--- config.mk ---
export PLATFORM = sky130hd
export DESIGN_NAME = lteq_running_min_reducer
export DESIGN_NICKNAME = d
export VERILOG_FILES = /design/src/rtl/lteq_running_min_reducer.sv
export SDC_FILE = /design/constraint.sdc
export NUM_CORES = 1
export LEC_CHECK = 0
export CORE_AREA = 4 4 129 119
export CTS_CLUSTER_DIAMETER = 80
export CTS_CLUSTER_SIZE = 8
export DETAILED_ROUTE_END_ITERATION = 10
export DIE_AREA = 0 0 133 123
export PLACE_DENSITY = 0.72
export SETUP_SLACK_MARGIN = 0.2
export SYNTH_ARGS = -nofsm -noshare
export SYNTH_HDL_FRONTEND = slang
export SYNTH_SLANG_ARGS = --single-unit
--- constraint.sdc ---
create_clock -name clk -period 4.3 [get_ports clk]
set_input_delay 0.86 -clock clk [delete_from_list [all_inputs] [get_ports clk]]
set_output_delay 0.86 -clock clk [all_outputs]
set_load 0.05 [all_outputs]
--- src/rtl/lteq_running_min_reducer.sv ---
// lteq_running_min_reducer
// Framed stream reducer: tracks the unsigned minimum of each frame (latest beat
// wins on ties), its beat index and the saturating beat count, then holds the
// result until downstream takes it.
module lteq_running_min_reducer #(
    parameter int WIDTH = 32,
    parameter int IDX_W = 8
) (
    input  logic             clk,
    input  logic             rst,
    input  logic             in_valid,
    output logic             in_ready,
    input  logic [WIDTH-1:0] in_data,
    input  logic             in_last,
    output logic             out_valid,
    input  logic             out_ready,
    output logic [WIDTH-1:0] out_min,
    output logic [IDX_W-1:0] out_idx,
    output logic [IDX_W-1:0] out_count,
    output logic             out_sat
);

    localparam logic [1:0] FIRST = 2'd0;
    localparam logic [1:0] ACCUM = 2'd1;
    localparam logic [1:0] HOLD  = 2'd2;

    localparam logic [IDX_W-1:0] CNT_MAX = '1;

    logic [1:0]       state;
    logic             accept;
    logic             take;
    logic             cnt_full;

    // Running accumulator for the frame in progress; acc_cnt doubles as the
    // position of the next beat since both advance together and saturate alike.
    logic [WIDTH-1:0] acc_min;
    logic [IDX_W-1:0] acc_idx;
    logic [IDX_W-1:0] acc_cnt;
    logic             acc_sat;

    logic [WIDTH-1:0] nxt_min;
    logic [IDX_W-1:0] nxt_idx;
    logic [IDX_W-1:0] nxt_cnt;
    logic             nxt_sat;

    // Handshake flags depend on registered state only.
    assign in_ready  = (state != HOLD);
    assign out_valid = (state == HOLD);
    assign accept    = in_valid & in_ready;
    assign take      = (in_data <= acc_min);
    assign cnt_full  = (acc_cnt == CNT_MAX);

    // Accumulator value after absorbing the current beat.
    always_comb begin
        nxt_min = acc_min;
        nxt_idx = acc_idx;
        nxt_cnt = acc_cnt;
        nxt_sat = acc_sat;
        if (state == FIRST) begin
            nxt_min = in_data;
            nxt_idx = '0;
            nxt_cnt = IDX_W'(1);
            nxt_sat = 1'b0;
        end else begin
            if (take) begin
                nxt_min = in_data;
                nxt_idx = acc_cnt;
            end
            if (!cnt_full) begin
                nxt_cnt = acc_cnt + 1'b1;
            end
            nxt_sat = acc_sat | cnt_full;
        end
    end

    // Frame sequencing, accumulator update and result capture on the last beat.
    always_ff @(posedge clk) begin
        if (rst) begin
            state     <= FIRST;
            acc_min   <= '0;
            acc_idx   <= '0;
            acc_cnt   <= '0;
            acc_sat   <= 1'b0;
            out_min   <= '0;
            out_idx   <= '0;
            out_count <= '0;
            out_sat   <= 1'b0;
        end else if (accept) begin
            acc_min <= nxt_min;
            acc_idx <= nxt_idx;
            acc_cnt <= nxt_cnt;
            acc_sat <= nxt_sat;
            if (in_last) begin
                out_min   <= nxt_min;
                out_idx   <= nxt_idx;
                out_count <= nxt_cnt;
                out_sat   <= nxt_sat;
                state     <= HOLD;
            end else begin
                state <= ACCUM;
            end
        end else if (state == HOLD && out_ready) begin
            state <= FIRST;
        end
    end

endmodule

==> qor.txt, run 1 <==
Status - completed
Residual DRC - 0
H-tree depth - 3
Synth area leader - dfxtp_1
Min cycle time layout - 3.56 ns
TritonRoute pass-1 iters - 5
Slew Limit Fails - 0
Reg2reg path depth - 9
Synth Area per Inst - 8.45 sq um
Post-CTS sizing - 0
Starting Density - 0.397
EDFF count, synth - 0
HP Start - out_count[2]
Clk pin slew, worst setup/hold paths - 0.06 ns
Yosys warns - 0
Post-synthesis sequential area ratio - 0.363
RR Startpoint - acc_min[30]
Area grow syn2layout - 21.8%
Fin cells - 903
Via count - 5148
Wire per inst - 16.6 microns
Core area - 13900 sq um
CP arrival - 3.80 ns
Die height - 123 microns
Slew HR - 0.324
Multi-input logic area - 3050 sq um
Setup tns final - 0 ns
Req. time, crit path - 4.54 ns
Seq cells post-synth - 100
Final Hold Viols - 0
Initial DRC Count - 493
Via density - 5.70
Startpoint class of the critical path - primary input
IO Pins - 88
R2R setup slack - 1.39 ns
Post-synth cell types - 54
Hold EP - out_count[2]
FF+latch area - 2000 sq um
Clock Skew - 0.00454 ns
Synth area leaders - dfxtp_1 36%, ha_1 7.5%, nor3_1 6.2%
Hold Slack - 0.455 ns
Gr ovfl total - 0
Worst Hold Class - flop to flop
Clock Latency Late Sink - 0.35 ns
CTS Buffer Depth - 2
GRT Overall Usage - 0.184
Hold buffer count at CTS - 0
CTS Sinks - 100
PortBufs - 87
GP Congestion - 0.888
RSZ-0062 raised after global routing - false
Synth Flop Type - dfxtp_1
Die area - 16400 sq um
Chip width - 133 microns
CTS Buf Count - 9
Worst-path fanout max - 20
Post-DP HPWL - 10100 microns
Synthesized area - 5520 sq um
Final setup viols - 0
Placed cells - 889
CTS tree - done
Critical path class - primary input to flop
Share of async-settable or async-resettable flops after synthesis - 0
Hold Path Cell Cnt - 2
Num rows - 41
VDD IR max - 0.167 mV
Final worst path period share - 0.829
Largest net degree at the start of global routing - 78
Vias in the first global route - 4858
Power Dens Cells - 345 nW/um^2
Util after Layout - 0.484
Root buf cell - clkbuf_16
Syn Inst Count - 653
First-pass GRT wire length - 24700 microns
Reg-to-reg endpoint - out_min[7]
Post-route cell area - 6730 sq um
Syn_nets - 723
Initial antenna violation count - 0
Final worst slack - 0.736 ns
Fmax - 281 MHz
Final-stage net count - 777
Antenna cells - 0
Crit end category - flop
Fillers - 1325
Max Cap Viol - 0
Power, Total - 2.32 mW
Worst Setup Slack post-DPL - 0.354 ns
Yosys top cell area share - 0.363
Worst slew pin tran - 1.01 ns
P_leak - 2.33 nW
Post-CTS setup buffers - 0
Routed Antenna Nets - 0
Layout cells sized above 1 - 0.0690
Post-DP Area - 6430 sq um
WL final - 15000 microns
==> cell usage in the layout (no fill, tap or decap), types with 8 or more instances in the layout <==
cell / netlist / layout
a221o_1: 32 / 32
a21oi_1: 34 / 34
o2bb2ai_1: 8 / 8
o31ai_1: 32 / 32
or4_1: 28 / 28
clkdlybuf4s50_1: 0 / 86
o211ai_1: 17 / 17
buf_4: 3 / 17
nand4_1: 8 / 8
inv_1: 35 / 35
clkbuf_16: 0 / 9
ha_1: 33 / 33
nand2_1: 87 / 87
nor3_1: 68 / 68
nand2b_1: 41 / 41
dfxtp_1: 100 / 100
==> flip-flops by register name (all words and copies together), names as in the netlist <==
signal,cells
acc_cnt,8
out_count,8
state,2
out_min,32
out_idx,8
acc_sat,1
acc_idx,8
acc_min,32
out_sat,1
==> cell type report <==
type,count,area share
Multi-Input combinational cell,457,0.454
Sequential cell,100,0.298
Timing Repair Buffer,104,0.150
Clock buffer,12,0.0381
Tap cell,193,0.0359
Inverter,35,0.0195
Clock inverter,2,0.00521
==> report_power, final <==
group	total, mW	switching [mW]	internal (mW)
Combinational	0.497	0.319	0.177
Clock	0.824	0.348	0.476
Sequential	0.997	0.0237	0.973
==> Yosys cell counts, types with 3 or more instances <==
cell	count
nor3_1	68
nand4_1	8
dfxtp_1	100
o211ai_1	17
nor2_1	9
o2bb2ai_1	8
ha_1	33
clkbuf_1	40
nand3_1	7
a221o_1	32
nand2b_1	41
xor2_1	3
buf_4	3
and2_1	4
buf_6	6
nor4_2	3
a21oi_1	34
or4_2	4
o31ai_1	32
or4_1	28
inv_1	35
buf_12	3
o21ai_0	6
and3_1	3
buf_2	5
clkbuf_2	3
nand2_1	87
==> routing by layer <==
layer | track usage | part of all wire
met1 | 0.251 | 0.46
met5 | 0 | 0
met3 | 0.0464 | 0.064
met4 | 0.0519 | 0.011
met2 | 0.293 | 0.46
==> cell families (layout without fill, tap and decap cells) <==
family / count (synthesis) / count (layout) / synth area share
AND/OR/NAND/NOR: 272 / 272 / 0.262
AO/OA/AOI/OAI: 147 / 147 / 0.204
flip-flops: 100 / 100 / 0.363
buffers and inverters: 96 / 153 / 0.0879
adder cells (fa/ha/maj): 33 / 33 / 0.0748
XOR/XNOR: 4 / 4 / 0.00635
multiplexers: 1 / 1 / 0.00181
==> worst max path at each step <==
stage	startpoint	endpoint	cells after the start
6_report	in_data[30]	out_min[7]	9
5_1_grt	in_data[30]	out_min[5]	9
4_1_cts	in_data[30]	out_min[7]	9
3_5_place_dp	in_data[30]	out_min[7]	9
3_3_place_gp	in_data[30]	out_min[1]	9
2_1_floorplan	in_data[30]	out_min[22]	9
==> worst max-delay path: stages <==
cell and delay, ns:
clkdlybuf4s50_1 0.48, ha_1 0.37, nand4_2 0.17, nor4_2 0.34, or3b_1 0.43, a31oi_4 0.46, buf_4 0.33, nor3_1 0.08
a221o_1 0.26
No activity file was read; power rests on OpenSTA's default activity.
==> inputs of run 2 (changes only) <==
--- a/config.mk
+++ b/config.mk
@@ -10,7 +10,7 @@
 export CTS_CLUSTER_SIZE = 8
 export DETAILED_ROUTE_END_ITERATION = 10
 export DIE_AREA = 0 0 133 123
-export PLACE_DENSITY = 0.72
+export PLACE_DENSITY = 0.74
 export SETUP_SLACK_MARGIN = 0.2
 export SYNTH_ARGS = -nofsm -noshare
 export SYNTH_HDL_FRONTEND = slang
==> constraint.sdc (replaced) <==
create_clock -name clk -period 2.93 [get_ports clk]
set_input_delay 0.586 -clock clk [delete_from_list [all_inputs] [get_ports clk]]
set_output_delay 0.586 -clock clk [all_outputs]
set_load 0.05 [all_outputs]
==> run 2 against run 1 <==
  * Largest cell class unchanged
  * Power rose by 56%
  * Register-to-register slack got worse by 1.1 ns
  * Wire length rose by 8.6%
  * Cell area rose by 15%
  * Sequential cell count did not move
  * Via count rose by 6.0%
  * Cell count rose by 8.4%
==> qor.txt, run 2 (synthesized netlist as in run 1, its figures left out) <==
H-tree depth - 3 (unchanged)
CTS tree - done
Layout cells sized above 1 - 0.248 (+0.179)
Slowest cell on the critical path - or4_1
Req. time, crit path - 3.19 ns (-1.35 ns)
Initial DRC Count - 500 (+1.4%)
Power, Total - 3.61 mW (+56%)
Reg-to-reg endpoint - acc_min[3]
IO Pins - 88 (unchanged)
Worst-path cell chain - clkdlybuf4s15_1, ha_1, nand4_1, nor4_4, and2_4, a211oi_4, buf_6, bufbuf_16, or4_1, o31ai_1
Largest net degree at the start of global routing - 63 (-19%)
Die height - 123 microns (unchanged)
TritonRoute pass-1 iters - 5 (unchanged)
Root buf cell - clkbuf_16
Status - completed
Final worst path period share - 0.938
Fin cells - 979 (+8.4%)
CTS Buf Count - 9 (unchanged)
CP arrival - 3.01 ns (-0.79 ns)
Crit end category - flop
Via density - 5.57 (-2.2%)
Area grow syn2layout - 40.2%
Slew HR - 0.554 (+0.229)
Max Cap Viol - 0 (unchanged)
Antenna cells - 0 (unchanged)
Min cycle time layout - 2.75 ns
Hold Slack - 0.455 ns (-0.000595 ns)
Final worst slack - 0.180 ns (-0.556 ns)
Chip width - 133 microns (unchanged)
Via count - 5457 (+6.0%)
Startpoint class of the critical path - primary input
RSZ-0062 raised after global routing - true
Worst-path fanout max - 8 (-60%)
Num rows - 41 (unchanged)
Routed Antenna Nets - 0 (unchanged)
Wire per inst - 16.6 microns (+0.19%)
HP Start - out_count[3]
Slew Limit Fails - 0 (unchanged)
P_leak - 2.85 nW (+22%)
Most frequent cells in the layout - 96 x dfxtp_1, 87 x nand2_1, 74 x buf_4
WP depth - 10 (+1)
Worst Setup Slack post-DPL - -0.416 ns (-0.769 ns)
Final-stage net count - 852 (+9.7%)
Clock Latency Late Sink - 0.35 ns (about the same)
Worst Hold Class - flop to flop
Initial antenna violation count - 1 (+1)
First-pass GRT wire length - 25400 microns (+3.2%)
Most common cell after layout, fill and taps aside - dfxtp_1
R2R setup slack - 0.25 ns (-1.14 ns)
Worst slew pin tran - 0.670 ns (-0.344 ns)
Vias in the first global route - 5013 (+3.2%)
Hold EP - out_count[3]
PortBufs - 87 (unchanged)
Fmax - 364 MHz
Final setup viols - 0 (unchanged)
Critical path class - primary input to flop
WL final - 16300 microns (+8.6%)
Post-DP HPWL - 10300 microns (+1.7%)
Clock Skew - 0.00769 ns (+0.00315 ns)
Hold Path Cell Cnt - 2 (unchanged)
CTS Sinks - 100 (unchanged)
Worst Setup SP - in_data[2]
Power Dens Cells - 466 nW/um^2 (+35%)
Placed cells - 942 (+6.0%)
Largest registers - acc_min (32), out_min (32)
Clk pin slew, worst setup/hold paths - 0.06 ns (about the same)
Top Family by Delay on Critical Path - simple AND/OR/NAND/NOR gates
CP Buf/Inv Count - 3 (+1)
Gr ovfl total - 0 (unchanged)
Residual DRC - 0 (unchanged)
GP Congestion - 0.825 (-7.1%)
Starting Density - 0.397 (unchanged)
Core area - 13900 sq um (unchanged)
Slowest stage delay, CP - 0.51 ns (+0.03 ns)
VDD IR max - 0.276 mV (+65%)
GRT Overall Usage - 0.190 (+0.00539)
Final Hold Viols - 0 (unchanged)
Util after Layout - 0.557 (+0.0729)
CTS Buffer Depth - 2 (unchanged)
RR Startpoint - acc_min[15]
Die area - 16400 sq um (unchanged)
Reg2reg path depth - 10 (+1)
run 2: timing repair:
item	4_1_cts	5_1_grt
setup buffers	12	7
hold buffers	0	0
pin swaps	41	23
endpoints found under the setup margin	80	75
cloned	2	1
gates resized for setup	59	84
run 2: worst max path at each step:
stage,end
5_1_grt,acc_min[26]
6_report,acc_min[3]
2_1_floorplan,out_min[22]
3_5_place_dp,out_min[24]
4_1_cts,acc_min[11]
3_3_place_gp,acc_min[13]
run 2: cell type report:
cell class	count	area, sq um
clock buffers	14	284
clock inverters	1	5.00
multi-input cells	457	3420
inverters	35	134
repair buffers	179	1640
fillers	1258	6160
well taps	193	241
flip-flops and latches	100	2010
run 2: through the flow:
step / area, sq um / setup TNS, ns
global placement: 6910 / -26.63
global route: 7740 / 0
floorplan: 5520 / 0
finish: 7740 / 0
CTS: 7450 / 0
detailed placement: 6910 / -28.26
run 2: worst min-delay path, delay by kind of cell (launching register included):
kind,cells,cell delay [ns]
flip-flops,1,0.31
AND/OR/NAND/NOR,1,0.05
AO/OA/AOI/OAI,1,0.05
run 2: report_power, final:
group,internal [mW],total [mW],switching [mW]
combinational,0.411,0.960,0.550
clock,0.664,1.18,0.512
sequential,1.43,1.47,0.0390
total,2.50,3.61,1.10
run 2: routing by layer:
metal  share of wire  track usage  vias to the layer above
li1                -            -                     2661
met1            0.47        0.268                     2600
met2            0.46        0.287                      172
met3           0.053       0.0305                       22
met4           0.016       0.0838                        2
met5         0.00074            0                        -
